<file path="config.mk">
export PLATFORM = sky130hd
export DESIGN_NAME = banco_registradores_param
export DESIGN_NICKNAME = d
export VERILOG_FILES = /design/src/rtl/banco_registradores_param.sv
export SDC_FILE = /design/constraint.sdc
export NUM_CORES = 1
export LEC_CHECK = 0
export CAP_MARGIN = 25
export CORE_ASPECT_RATIO = 1.75
export CORE_MARGIN = 8
export CORE_UTILIZATION = 57
export CTS_CLUSTER_SIZE = 25
export DETAILED_ROUTE_END_ITERATION = 10
export HOLD_SLACK_MARGIN = 0.03
export PLACE_DENSITY_LB_ADDON = 0.2
export SLEW_MARGIN = 10
export SYNTH_ARGS = -nofsm -noshare
export SYNTH_HDL_FRONTEND = slang
export SYNTH_SLANG_ARGS = --single-unit
</file>
<file path="constraint.sdc">
create_clock -name clk -period 4.12 [get_ports clk]
set_clock_uncertainty 0.2 [all_clocks]
set_input_delay 0.824 -clock clk [delete_from_list [all_inputs] [get_ports clk]]
set_output_delay 0.824 -clock clk [all_outputs]
set_load 0.1 [all_outputs]
</file>
<file path="src/rtl/banco_registradores_param.sv">
// banco_registradores_param
// Parametrised MIPS-style register file: NUM_REGS x LARGURA, two combinational
// read ports, one synchronous write port. After a synchronous reset a clear
// engine zeroes one register per cycle; Pronto rises when the walk is done.
// Optional build macro: REG_ZERO_FIXO_EN hardwires register 0 to zero.
module banco_registradores_param #(
    parameter  int LARGURA  = 32,
    parameter  int NUM_REGS = 32,
    parameter  int BYPASS   = 1,
    localparam int END_BITS = $clog2(NUM_REGS)
) (
    input  logic                clk,
    input  logic                reset,
    input  logic                RegWrite,
    input  logic [END_BITS-1:0] Numero_Reg1,
    input  logic [END_BITS-1:0] Numero_Reg2,
    input  logic [END_BITS-1:0] Numero_Reg_Escrita,
    input  logic [LARGURA-1:0]  Dado_escrita,
    output logic [LARGURA-1:0]  Valor_Reg1,
    output logic [LARGURA-1:0]  Valor_Reg2,
    output logic                Pronto
);

`ifdef REG_ZERO_FIXO_EN
    localparam bit ZERO_FIXO = 1'b1;
`else
    localparam bit ZERO_FIXO = 1'b0;
`endif

    // One extra bit so NUM_REGS itself fits when it is a power of two.
    localparam logic [END_BITS:0]   NUM_REGS_EXT = (END_BITS+1)'(NUM_REGS);
    localparam logic [END_BITS-1:0] ULTIMO       = END_BITS'(NUM_REGS - 1);

    typedef enum logic {
        LIMPA = 1'b0,
        ATIVO = 1'b1
    } estado_t;

    estado_t             estado_q, estado_d;
    logic [END_BITS-1:0] cont_q, cont_d;
    logic [LARGURA-1:0]  registradores [NUM_REGS];

    logic ativo;
    logic end1_ok, end2_ok, end_esc_ok;
    logic escrita_req;
    logic [LARGURA-1:0] leitura1, leitura2;

    assign ativo = (estado_q == ATIVO);
    assign Pronto = ativo;

    // Addresses at or above NUM_REGS only exist when NUM_REGS is not a power of two.
    assign end1_ok    = ({1'b0, Numero_Reg1}        < NUM_REGS_EXT);
    assign end2_ok    = ({1'b0, Numero_Reg2}        < NUM_REGS_EXT);
    assign end_esc_ok = ({1'b0, Numero_Reg_Escrita} < NUM_REGS_EXT);

    // A legal user write this cycle; drives both the array write and the bypass.
    assign escrita_req = ativo && RegWrite && end_esc_ok &&
                         !(ZERO_FIXO && (Numero_Reg_Escrita == '0));

    // State register and clear counter; reset restarts the walk from index 0.
    // NOTE: sequential state uses non-blocking assignments so every flop samples
    // pre-edge values regardless of block ordering.
    always_ff @(posedge clk) begin
        if (reset) begin
            estado_q <= LIMPA;
            cont_q   <= '0;
        end else begin
            estado_q <= estado_d;
            cont_q   <= cont_d;
        end
    end

    // Next state: LIMPA walks every index once, then hands over to ATIVO.
    // NOTE: defaults first so no path leaves a variable unassigned (no latch).
    always_comb begin
        estado_d = estado_q;
        cont_d   = cont_q;
        if (estado_q == LIMPA) begin
            cont_d = cont_q + END_BITS'(1);
            if (cont_q == ULTIMO) begin
                estado_d = ATIVO;
                cont_d   = '0;
            end
        end
    end

    // Storage: the clear engine owns the write port during LIMPA, the user in ATIVO.
    // NOTE: the array has no reset branch; it is zeroed by the clear engine so it
    // maps onto plain storage instead of NUM_REGS*LARGURA resettable flops.
    always_ff @(posedge clk) begin
        if (!reset) begin
            if (estado_q == LIMPA) begin
                registradores[cont_q] <= '0;
            end else if (escrita_req) begin
                registradores[Numero_Reg_Escrita] <= Dado_escrita;
            end
        end
    end

    // Read port 1: zero while clearing, out of range or hardwired zero; else bypass/array.
    always_comb begin
        leitura1 = '0;
        if (ativo && end1_ok && !(ZERO_FIXO && (Numero_Reg1 == '0))) begin
            if ((BYPASS != 0) && escrita_req && (Numero_Reg1 == Numero_Reg_Escrita)) begin
                leitura1 = Dado_escrita;
            end else begin
                leitura1 = registradores[Numero_Reg1];
            end
        end
    end

    // Read port 2: same rules as port 1, evaluated independently.
    always_comb begin
        leitura2 = '0;
        if (ativo && end2_ok && !(ZERO_FIXO && (Numero_Reg2 == '0))) begin
            if ((BYPASS != 0) && escrita_req && (Numero_Reg2 == Numero_Reg_Escrita)) begin
                leitura2 = Dado_escrita;
            end else begin
                leitura2 = registradores[Numero_Reg2];
            end
        end
    end

    assign Valor_Reg1 = leitura1;
    assign Valor_Reg2 = leitura2;

endmodule

</file>
Word level (Yosys, flattened, before mapping)
Memory sizes are Yosys's and may differ from the RTL's.
Cells that the tools add are included.
{ "op_classes": {"addsub": 1, "eq_ne": 3, "mux": 17, "n_reduce_logical": 4} }
{ "ops": {"columns": ["cell", "n"], "rows": [
  ["32-bit two-way mux", 5],
  ["32-bit OR reduction", 1],
  ["5-bit equality test", 2],
  ["1-bit two-way mux", 10],
  ["5-bit two-way mux", 2],
  ["5-bit by 1-bit adder with 5-bit output (second input constant)", 1],
  ["5-bit equality test (second input constant)", 1],
  ["1-bit logical AND", 3]
]} }
{ "word_totals": {"regBits": 6, "ramBits": 1024, "output_inout_bits": 65, "wordCells": 28, "n_memories": 1} }
{ "memory_table": {"columns": ["memory", "words", "width", "rd", "rd_ports_with_merged_regs", "write_ports", "line_no", "source"], "rows": [
  ["registradores", 32, 32, 2, 0, 1, "41", "logic [LARGURA-1:0] registradores [NUM_REGS];"]
]} }

Longest topological paths before layout
{ "logic_depth": {"word_depth": 7, "mapped_depth": 9, "depth_no_buf": 6} }

Worst setup path after synthesis
Ideal clock, no wire load.
{ "synth_path": {"kind": "input to output", "start": "input Numero_Reg1[0]", "end": "output Valor_Reg1[20]", "arrival_ns": 4.425, "required_time_ns": 3.096, "slack_ns": -1.329, "path_stages": 8, "path_buffers": 4, "path_cell_list": "buf_6 > buf_12 > buf_8 > buf_8 > mux2i_1 > a221oi_1 > a221oi_1 > a311oi_1"} }
{ "synth_between": {"elab_chain_len": 4, "word_cells_on_any_way": 5} }
{ "synth_rtl": {"columns": ["element", "line_no", "source"], "rows": [
  ["start, declared", "15", "input logic [END_BITS-1:0] Numero_Reg1,"],
  ["branches (longest 2 deep; another with memory 32 x 32 bit)", null, null],
  ["32-bit two-way mux *", "104", "if ((BYPASS != 0) && escrita_req && (Numero_Reg1 == Numero_Reg_Escrita)) begin"],
  ["32-bit two-way mux *", "103", "if (ativo && end1_ok && !(ZERO_FIXO && (Numero_Reg1 == '0))) begin"],
  ["end, declared", "19", "output logic [LARGURA-1:0] Valor_Reg1,"]
]} }
Every way passes the cells marked *.

Worst setup path in the final report
{ "layout_path": {"start": "input Numero_Reg_Escrita[3]", "end": "output Valor_Reg1[24]"} }
{ "layout_between": {"elab_chain_len": 4} }
{ "layout_rtl": {"columns": ["element", "line_no", "source"], "rows": [
  ["start, declared", "17", "input logic [END_BITS-1:0] Numero_Reg_Escrita,"],
  ["5-bit equality test", "104", null],
  ["1-bit logical AND", "104", null],
  ["32-bit two-way mux", "104", null],
  ["32-bit two-way mux", "103", null]
]} }
No other way between the ends.

==> flow_metrics.tcl <==
set metrics [dict create \
    start_util_pct 57.53 \
    cts_made_buffers 91 \
    setup_violations 0 \
    drt-pass1-iter-count 6 \
    maxCapViolCount 0 \
    p_clk_share_pct 38.9 \
    p_sw_mw 5.034 \
    post-route-period-util_pct 99.57 \
    dieHeight_um 407.5 \
    grt_pass1_wl_um 237600 \
    finish.instance_area_mm2 0.05896 \
    detail-route-antenna-nets 0 \
    cp.required_ns 3.10 \
    wirelength_um 168200 \
    grt_usage_pct 33.98 \
    worstHoldPathType "reg -> reg" \
    placed_cell_area_mm2 0.05572 \
    fin_nets 3236 \
    cts_sinks 1030 \
    ys_types 61 \
    synth-edff-count 1024 \
    routabilityCongestion 0.9104 \
    internal_power_mw 16.85 \
    clk_pin_slew_ns 0.06 \
    num_vias 33560 \
    synthFlopType "edfxtp_1" \
    first_iter_violations 4925 \
    worst_setup_path_end_kind "output pin" \
    ys_seq_area_share_pct 61.84 \
    ys_ff_latch 1030 \
    clock_latency_ns 0.69 \
    final_util_pct 67.94 \
    share_seq_of_total_power_pct 52.3 \
    tightestPinTransition_ns 0.9635 \
    drive_gt1_share_pct 29.03 \
    min_period_ns 4.102 \
    grt-ovfl-total 0 \
    cts_hold_buf 0 \
    cp-start-kind "input pin" \
    holdWs_ns 0.3495 \
    slew_headroom_pct 35.77 \
    io_pins 115 \
    synth.largest_area_cell "edfxtp_1" \
    die_w_um 239.7 \
    rsz0062_at_grt "true" \
    cts_tree "built" \
    drt-vias-per-instance 7.593 \
    portBuffers 114 \
    yosys_warnings 0 \
    num_rows 143 \
    grt_max_degree 54 \
    status "completed" \
    grt_pass1_vias 34350 \
    power.density_mw_per_mm2 371.2 \
    syn-num-nets 2949 \
    cts_max_level 3 \
    vdd_drop_max_mv 0.2675 \
    antenna_found_initial 3 \
    clk_path_buf_depth 3 \
    cts_root_buffer "clkbuf_16" \
    path_class "in -> out" \
    synth_top_area_share_pct 61.60 \
    power_frac_comb_pct 8.8 \
    drcViolationCount 0 \
    cp.arrival_ns 3.08 \
    swShare_pct 23.00 \
    async_flop_share_pct 0 \
    hpwl_um 100600 \
    fp.coreArea_mm2 0.08678 \
    synth_area_per_cell_um2 17.23 \
    p_leak_nw 21.31 \
    areaGrowthSynthToFinish_pct 18.11 \
    max_freq_ghz 0.2438 \
    drv_slew 0 \
    synthCells 2897 \
    wl_per_cell_um 38.06 \
    worst-path-max-fanout 17 \
    fill_cells 5616 \
    hold_viol_final 0 \
    yosys-top-cells-area "edfxtp_1, mux4_2, mux2i_1" \
    die-area_mm2 0.09768 \
    syn-cell-area_mm2 0.04992 \
]
==> per-stage QoR <==
stage | worst slack (ns) | power (mW) | setup TNS (ns) | std cells
floorplan | -0.4563 | 12.82 | -5.237 | 2897
global placement | -0.5160 | 13.51 | -17.50 | 4240
detailed placement | -0.4918 | 13.54 | -17.54 | 4241
CTS | 0.008790 | 21.87 | 0 | 4418
global route | -0.009033 | 22.33 | -0.009033 | 4419
finish | 0.01767 | 21.88 | 0 | 4420
==> kinds of logic after synthesis <==
| family | synth area share (%) |
|---|---|
| muxes | 22.84 |
| AOI/OAI and AO/OA | 9.023 |
| and+or+nand+nor | 2.619 |
| buffers and inverters | 3.459 |
| DFF | 61.84 |
| adders and majority gates | 0.05012 |
| xor gates and xnor gates | 0.1755 |
==> layout make-up <==
cell class                      instances  area [um^2]  share of cell area [%]
Tap cell                             1160         1451                   2.462
Multi-Input combinational cell       1614        18020                   30.57
Clock buffer                          116         2435                   4.130
Clock inverter                         52        471.7                  0.8001
Inverter                                6        22.52                 0.03820
Antenna cell                            1        2.502                0.004244
Timing Repair Buffer                  441         5682                   9.637
Sequential cell                      1030        30870                   52.36
==> flip-flops by register name, summed over array words and instances (netlist names) <==
register	flops
Pronto	1
cont_q	5
registradores	1024
==> worst max-delay path, stage by stage <==
cell and delay [ns]:
dlygate4sd2_1 0.32, xor2_1 0.18, nor4_2 0.40, buf_4 0.19
nand4_1 0.17, buf_6 0.23, buf_12 0.18, o31ai_1 0.10
o221a_2 0.29, buf_12 0.18
==> layer usage <==
| layer | GRT usage, % | up-vias | share of wire [%] |
|---|---|---|---|
| met5 | 0 | - | 0 |
| met4 | 19.83 | 0 | 6.7 |
| met3 | 7.489 | 669 | 12 |
| met2 | 55.03 | 2729 | 48 |
| met1 | 41.80 | 17190 | 33 |
| li1 | - | 12970 | - |
==> cell usage after synthesis, types with 26 or more instances <==
cell type	count
a21oi_1	59
a221o_1	36
a221oi_1	161
and2_1	35
buf_2	54
buf_6	28
buf_8	26
clkbuf_1	103
edfxtp_1	1024
mux2i_1	402
mux4_1	39
mux4_2	276
nand2_1	69
nand3_1	27
nor2_1	97
o21a_1	28
o21ai_0	105
o221ai_1	28
==> worst paths after layout <==
| check | startpoint | endpoint | slack [ns] | cells after the start |
|---|---|---|---|---|
| setup / recovery | Numero_Reg_Escrita[3] | Valor_Reg1[24] | 0.02 | 10 |
| hold / removal | cont_q[3] | cont_q[3] | 0.35 | 2 |
| setup reg to reg | Pronto | registradores[11][10] | 0.87 | 5 |
| hold reg to reg | cont_q[3] | cont_q[3] | 0.35 | 2 |
==> placed cells by master (no fill, tap or decap), types with 28 or more instances in the layout <==
master           count
edfxtp_1          1024
mux2i_1            402
mux4_2             276
buf_4              217
buf_12             171
a221oi_1           159
o21ai_0             98
clkbuf_16           94
nand2_1             69
nor2_1              62
a21oi_1             42
mux4_1              39
a221o_1             36
clkdlybuf4s50_1     35
nor2_4              34
and2_1              34
o21a_1              28
==> power groups by stage <==
stage          logic (mW)  registers [mW]  clock network [mW]
2_1_floorplan        1.16            11.7                   0
3_3_place_gp         1.85            11.7                   0
3_5_place_dp         1.87            11.7                   0
4_1_cts              1.88            11.4                8.55
5_1_grt              1.98            11.4                8.92
6_report             1.92            11.4                8.52
==> timing repair <==
| item | in CTS | in global routing |
|---|---|---|
| setup endpoints to repair | 64 | 20 |
| cloned | 1 | 0 |
| gates resized for setup | 27 | 12 |
| setup buffers | 8 | 1 |
| pin swaps | 2 | 1 |
Note: power is estimated with default switching activity, not from simulation.
